## src/rtl/vgachargen_mem_arb.sv

```systemverilog
// Single-port memory arbiter: VGA character fetch (priority) vs. APB register access.
// Optional APB starvation guard: define VGACHARGEN_MEM_ARB_STARVE_GUARD_EN.
module vgachargen_mem_arb #(
   parameter int unsigned ADDR_WIDTH   = 12,
   parameter int unsigned DATA_WIDTH   = 8,
   parameter int unsigned LATENCY      = 2,
   parameter int unsigned STARVE_LIMIT = 8
) (
   input  logic                  clk_i,
   input  logic                  arst_i,
   input  logic                  vga_req_i,
   input  logic [ADDR_WIDTH-1:0] vga_addr_i,
   output logic                  vga_rvalid_o,
   output logic [DATA_WIDTH-1:0] vga_rdata_o,
   output logic                  vga_miss_o,
   input  logic                  apb_req_i,
   input  logic                  apb_we_i,
   input  logic [ADDR_WIDTH-1:0] apb_addr_i,
   input  logic [DATA_WIDTH-1:0] apb_wdata_i,
   output logic                  apb_gnt_o,
   output logic                  apb_rvalid_o,
   output logic [DATA_WIDTH-1:0] apb_rdata_o,
   output logic                  mem_en_o,
   output logic                  mem_we_o,
   output logic [ADDR_WIDTH-1:0] mem_addr_o,
   output logic [DATA_WIDTH-1:0] mem_wdata_o,
   input  logic [DATA_WIDTH-1:0] mem_rdata_i
);

   if (LATENCY == 0 || STARVE_LIMIT == 0) begin : g_bad_param
      $error("vgachargen_mem_arb: LATENCY and STARVE_LIMIT must be >= 1");
   end

   typedef enum logic {
      ST_IDLE,
      ST_RD_WAIT
   } apb_state_t;

   apb_state_t          state;
   logic [LATENCY-1:0]  tag_v;
   logic [LATENCY-1:0]  tag_apb;
   logic                apb_win;
   logic                vga_issue;
   logic                rd_issue;
   logic                starved;

`ifdef VGACHARGEN_MEM_ARB_STARVE_GUARD_EN
   localparam int unsigned CNT_W = $clog2(STARVE_LIMIT + 1);

   logic [CNT_W-1:0] starve_cnt;

   assign starved    = (starve_cnt >= CNT_W'(STARVE_LIMIT));
   assign vga_miss_o = vga_req_i & apb_win;

   // Counts IDLE cycles an APB request spends losing to VGA; cleared by a grant.
   always_ff @(posedge clk_i or posedge arst_i) begin
      if (arst_i) begin
         starve_cnt <= '0;
      end else if (apb_win) begin
         starve_cnt <= '0;
      end else if (state == ST_IDLE && apb_req_i && !starved) begin
         starve_cnt <= starve_cnt + CNT_W'(1);
      end
   end
`else
   assign starved    = 1'b0;
   assign vga_miss_o = 1'b0;
`endif

   always_comb begin
      apb_win   = 1'b0;
      vga_issue = 1'b0;
      if (!arst_i) begin
         apb_win   = (state == ST_IDLE) && apb_req_i && (!vga_req_i || starved);
         vga_issue = vga_req_i && !apb_win;
      end
   end

   assign rd_issue  = vga_issue | (apb_win & ~apb_we_i);
   assign apb_gnt_o = apb_win;

   // Memory port is driven straight from the winner.
   always_comb begin
      mem_en_o    = apb_win | vga_issue;
      mem_we_o    = apb_win & apb_we_i;
      mem_addr_o  = apb_win ? apb_addr_i : vga_addr_i;
      mem_wdata_o = apb_wdata_i;
   end

   // Read tags ride alongside the memory latency; the exiting tag steers the data.
   always_ff @(posedge clk_i or posedge arst_i) begin
      if (arst_i) begin
         tag_v   <= '0;
         tag_apb <= '0;
      end else begin
         tag_v[0]   <= rd_issue;
         tag_apb[0] <= apb_win;
         for (int unsigned i = 1; i < LATENCY; i++) begin
            tag_v[i]   <= tag_v[i-1];
            tag_apb[i] <= tag_apb[i-1];
         end
      end
   end

   assign vga_rvalid_o = tag_v[LATENCY-1] & ~tag_apb[LATENCY-1];
   assign apb_rvalid_o = tag_v[LATENCY-1] &  tag_apb[LATENCY-1];
   assign vga_rdata_o  = mem_rdata_i;
   assign apb_rdata_o  = mem_rdata_i;

   always_ff @(posedge clk_i or posedge arst_i) begin
      if (arst_i) begin
         state <= ST_IDLE;
      end else begin
         case (state)
            ST_IDLE:    if (apb_win && !apb_we_i) state <= ST_RD_WAIT;
            ST_RD_WAIT: if (apb_rvalid_o)         state <= ST_IDLE;
            default:                              state <= ST_IDLE;
         endcase
      end
   end

endmodule

```

## config.mk

```make
export PLATFORM = sky130hd
export DESIGN_NAME = vgachargen_mem_arb
export DESIGN_NICKNAME = d
export VERILOG_FILES = /design/src/rtl/vgachargen_mem_arb.sv
export SDC_FILE = /design/constraint.sdc
export NUM_CORES = 1
export LEC_CHECK = 0
export BUFFER_PORTS_ARGS = -buffer_cell sky130_fd_sc_hd__buf_2
export CELL_PAD_IN_SITES_DETAIL_PLACEMENT = 0
export CELL_PAD_IN_SITES_GLOBAL_PLACEMENT = 1
export CORE_MARGIN = 2
export CORE_UTILIZATION = 17
export DETAILED_ROUTE_END_ITERATION = 7
export PLACE_DENSITY_LB_ADDON = 0.25
export SETUP_SLACK_MARGIN = 0.02
export SLEW_MARGIN = 20
export SYNTH_ARGS = -nofsm -noshare
export SYNTH_HDL_FRONTEND = slang
export SYNTH_SLANG_ARGS = --single-unit
```

## constraint.sdc

```tcl
create_clock -name clk_i -period 2.6 [get_ports clk_i]
set_input_delay 0.65 -clock clk_i [delete_from_list [all_inputs] [get_ports clk_i]]
set_output_delay 0.65 -clock clk_i [all_outputs]
set_load 0.01 [all_outputs]
```

==> impl_results.md <==
- Status: finished clean
- Busiest grt layer: met2
- Highest achievable clock rate: 397 MHz
- Fraction of registers with async set/reset: 100%
- Cell area after synthesis: 567 um^2
- Detailed placement HPWL: 943 um
- Number of antenna violations at the first check in global routing: 0
- Routed wire length: 1110 um
- Reg area: 125 um^2
- Crit end category: primary output
- Post-CTS Setup Inserts: 0
- Number of diodes: 0
- Max IR drop VDD: 0.0971 mV
- Post-synth top cells: buf_4, mux2_2, mux2_4
- Count of buffer and inverter cells on the critical path: 3
- Global routing met3 resource utilization: 1.86%
- Core Region: 3100 um^2
- Synth area leaders: buf_4, dfrtp_1, mux2_4
- GRT Total Usage: 5.12%
- Pre-CTS setup slack: 43.0 ps
- Synth Area in Simple Gates: 6.84%
- Count leader, synth: buf_4
- Vias: 442
- Main flop type after synthesis: dfrtp_1
- H-tree depth: 1
- Crit-path max cell delay: 520 ps
- Most used cell along the critical path: buf_2
- Met2 Usage GRT: 9.47%
- Crit share post-route: 96.8%
- Crit-path leading delay family: simple AND/OR/NAND/NOR gates
- Area share of the largest cell type after synthesis: 33.1%
- Syn_area_per_cell: 10.1 um^2
- Initial drt markers: 7
- Setup TNS Final: 0 ps
- Routed WL per cell: 8.94 um
- Num rows: 20
- Setup Viol. Count Final: 0
- RSZ-0062 raised after global routing: no
- Multi-input gate area: 215 um^2
- Pre-antenna DRT Iters: 2
- Hold Path Class: in -> async
- Main combinational cell family by area after synthesis: buffers and inverters
- Hold_ws: 315 ps
- Post-layout util: 21.9%
- Clock latency on the worst-skew pair: 240 ps
- Met1 usage: 3.64%
- CP required: 1950 ps
- Chip Width: 61.7 um
- EDFF count, synth: 0
- Synth Area in Adders: 0%
- Fill cell count: 356
- Critical-path cell list: buf_2, or4b_4, buf_6, mux2_4, buf_2
- Slew Limit Fails: 0
- Synth Instances: 56
- Vias in the first global route: 357
- Post-Synth XOR/XNOR Area: 0%
- Total leakage power: 0.409 nW
- Clk slew on worst S/H paths: 50 ps
- CTS max path bufs: 2
- Fin Clk Skew: 3.19 ps
- P per Cell Area: 351 nW/um^2
- Min Clock Period, post-route: 2520 ps
- Maximum number of pins on one net before global-route repair: 10
- CP arrival: 1870 ps
- Drt drc: 0
- Critical-path top delay cell: or4b_4
- Port Buf Inserts: 45
- Final ANT Viol Nets: 0
- Yosys cell types: 15
- Initial Util: 18.3%
- Synthesis Warnings: 0
- Vias/cell: 3.56
- Max-cap viol count: 0
- Syn_nets: 101
- Final #Nets: 126
- Share of layout cells above drive strength 1: 78.8%
- Compound-Gate Fraction of Synth Area: 1.99%
- Sequential fraction of the synthesis area: 22.1%
- Gr ovfl total: 0
- Crit Path Max Fanout: 7
- Clk sinks: 5
- Global-route wire length before repair: 1350 um
- Gp weighted congestion: 0.622
- Setup crit start kind: input port
- Layout Area Growth over Synthesis: 20.1%
- Num CTS Buffers: 3
- Final hold violation count: 0
- Root Driver: clkbuf_4
- Overall die height: 61.7 um
- I/O pins: 87
- Seq cells post-synth: 5
- Die area: 3810 um^2
- CTS tree: built
- Multiplexer share of the synthesized area: 27.8%
- WS Path Type: in -> out
- Worst setup margin: 82.7 ps
- Largest area contributor in the netlist: buf_4
## final timing paths
| kind | start | endpoint | slack, ps | depth (start not counted) |
|---|---|---|---|---|
| setup / recovery | arst_i | mem_addr_o[5] | 80 | 5 |
| hold / removal | arst_i | state$_DFF_PP0_ | 310 | 2 |
| setup reg to reg | state$_DFF_PP0_ | tag_v[0]$_DFF_PP0_ | 1300 | 3 |
| hold reg to reg | tag_apb[0]$_DFF_PP0_ | tag_apb[1]$_DFF_PP0_ | 340 | 0 |
| max in group asynchronous | arst_i | tag_apb[0]$_DFF_PP0_ | 2110 | 2 |
| min in group clk_i | tag_apb[0]$_DFF_PP0_ | tag_apb[1]$_DFF_PP0_ | 340 | 0 |
## metal layers
metal / routed length (um) / share of wire [%]
met5: 0 / 0
met4: 17 / 1.5
met3: 258 / 23
met2: 499 / 45
met1: 332 / 30
## layout by cell type (no fill, tap or decap)
cell and count:
buf_2 45, mux2_4 6, mux2_2 6, dfrtp_1 5, inv_1 3, clkbuf_4 3, and2_1 2, buf_6 2
or4b_4 1, nand2b_1 1, o21ai_0 1, nand2_1 1, nor2b_1 1, o22ai_1 1, conb_1 1, clkbuf_1 1
## logic make-up (layout without fill, tap and decap cells)
family / Yosys count / count (layout)
compound gates: 2 / 2
buf+inv: 30 / 54
flops: 5 / 5
mux: 12 / 12
other cells: 1 / 1
simple gates: 6 / 6
## state kept, by name, summed over array words and instances (netlist names)
register  flops
state         1
tag_apb       2
tag_v         2
## cell type report
type	count	share of cell area (%)
Clock buffer	4	3.86
Inverter	3	1.65
Multi-Input combinational cell	21	31.6
Sequential cell	5	18.4
Tap cell	44	8.09
Timing Repair Buffer	47	36.4
## power breakdown
| part | switching [mW] | internal, mW | total [mW] |
|---|---|---|---|
| logic | 0.0256 | 0.0398 | 0.0653 |
| registers | 0.00166 | 0.0825 | 0.0841 |
| clock network | 0.0317 | 0.0580 | 0.0897 |
| total | 0.0589 | 0.180 | 0.239 |
## repair_timing
action	in CTS	in global routing
hold buffers	0	0
endpoints found under the setup margin	0	12
resized for setup	0	3
## metrics by stage
| step | instance area [um^2] | total power [mW] | std cells |
|---|---|---|---|
| 6_report | 681 | 0.239 | 124 |
| 5_1_grt | 681 | 0.257 | 124 |
| 4_1_cts | 669 | 0.244 | 124 |
| 3_5_place_dp | 643 | 0.150 | 120 |
| 3_3_place_gp | 643 | 0.151 | 120 |
| 2_1_floorplan | 567 | 0.158 | 56 |
Power figures use the tool's default switching activity.
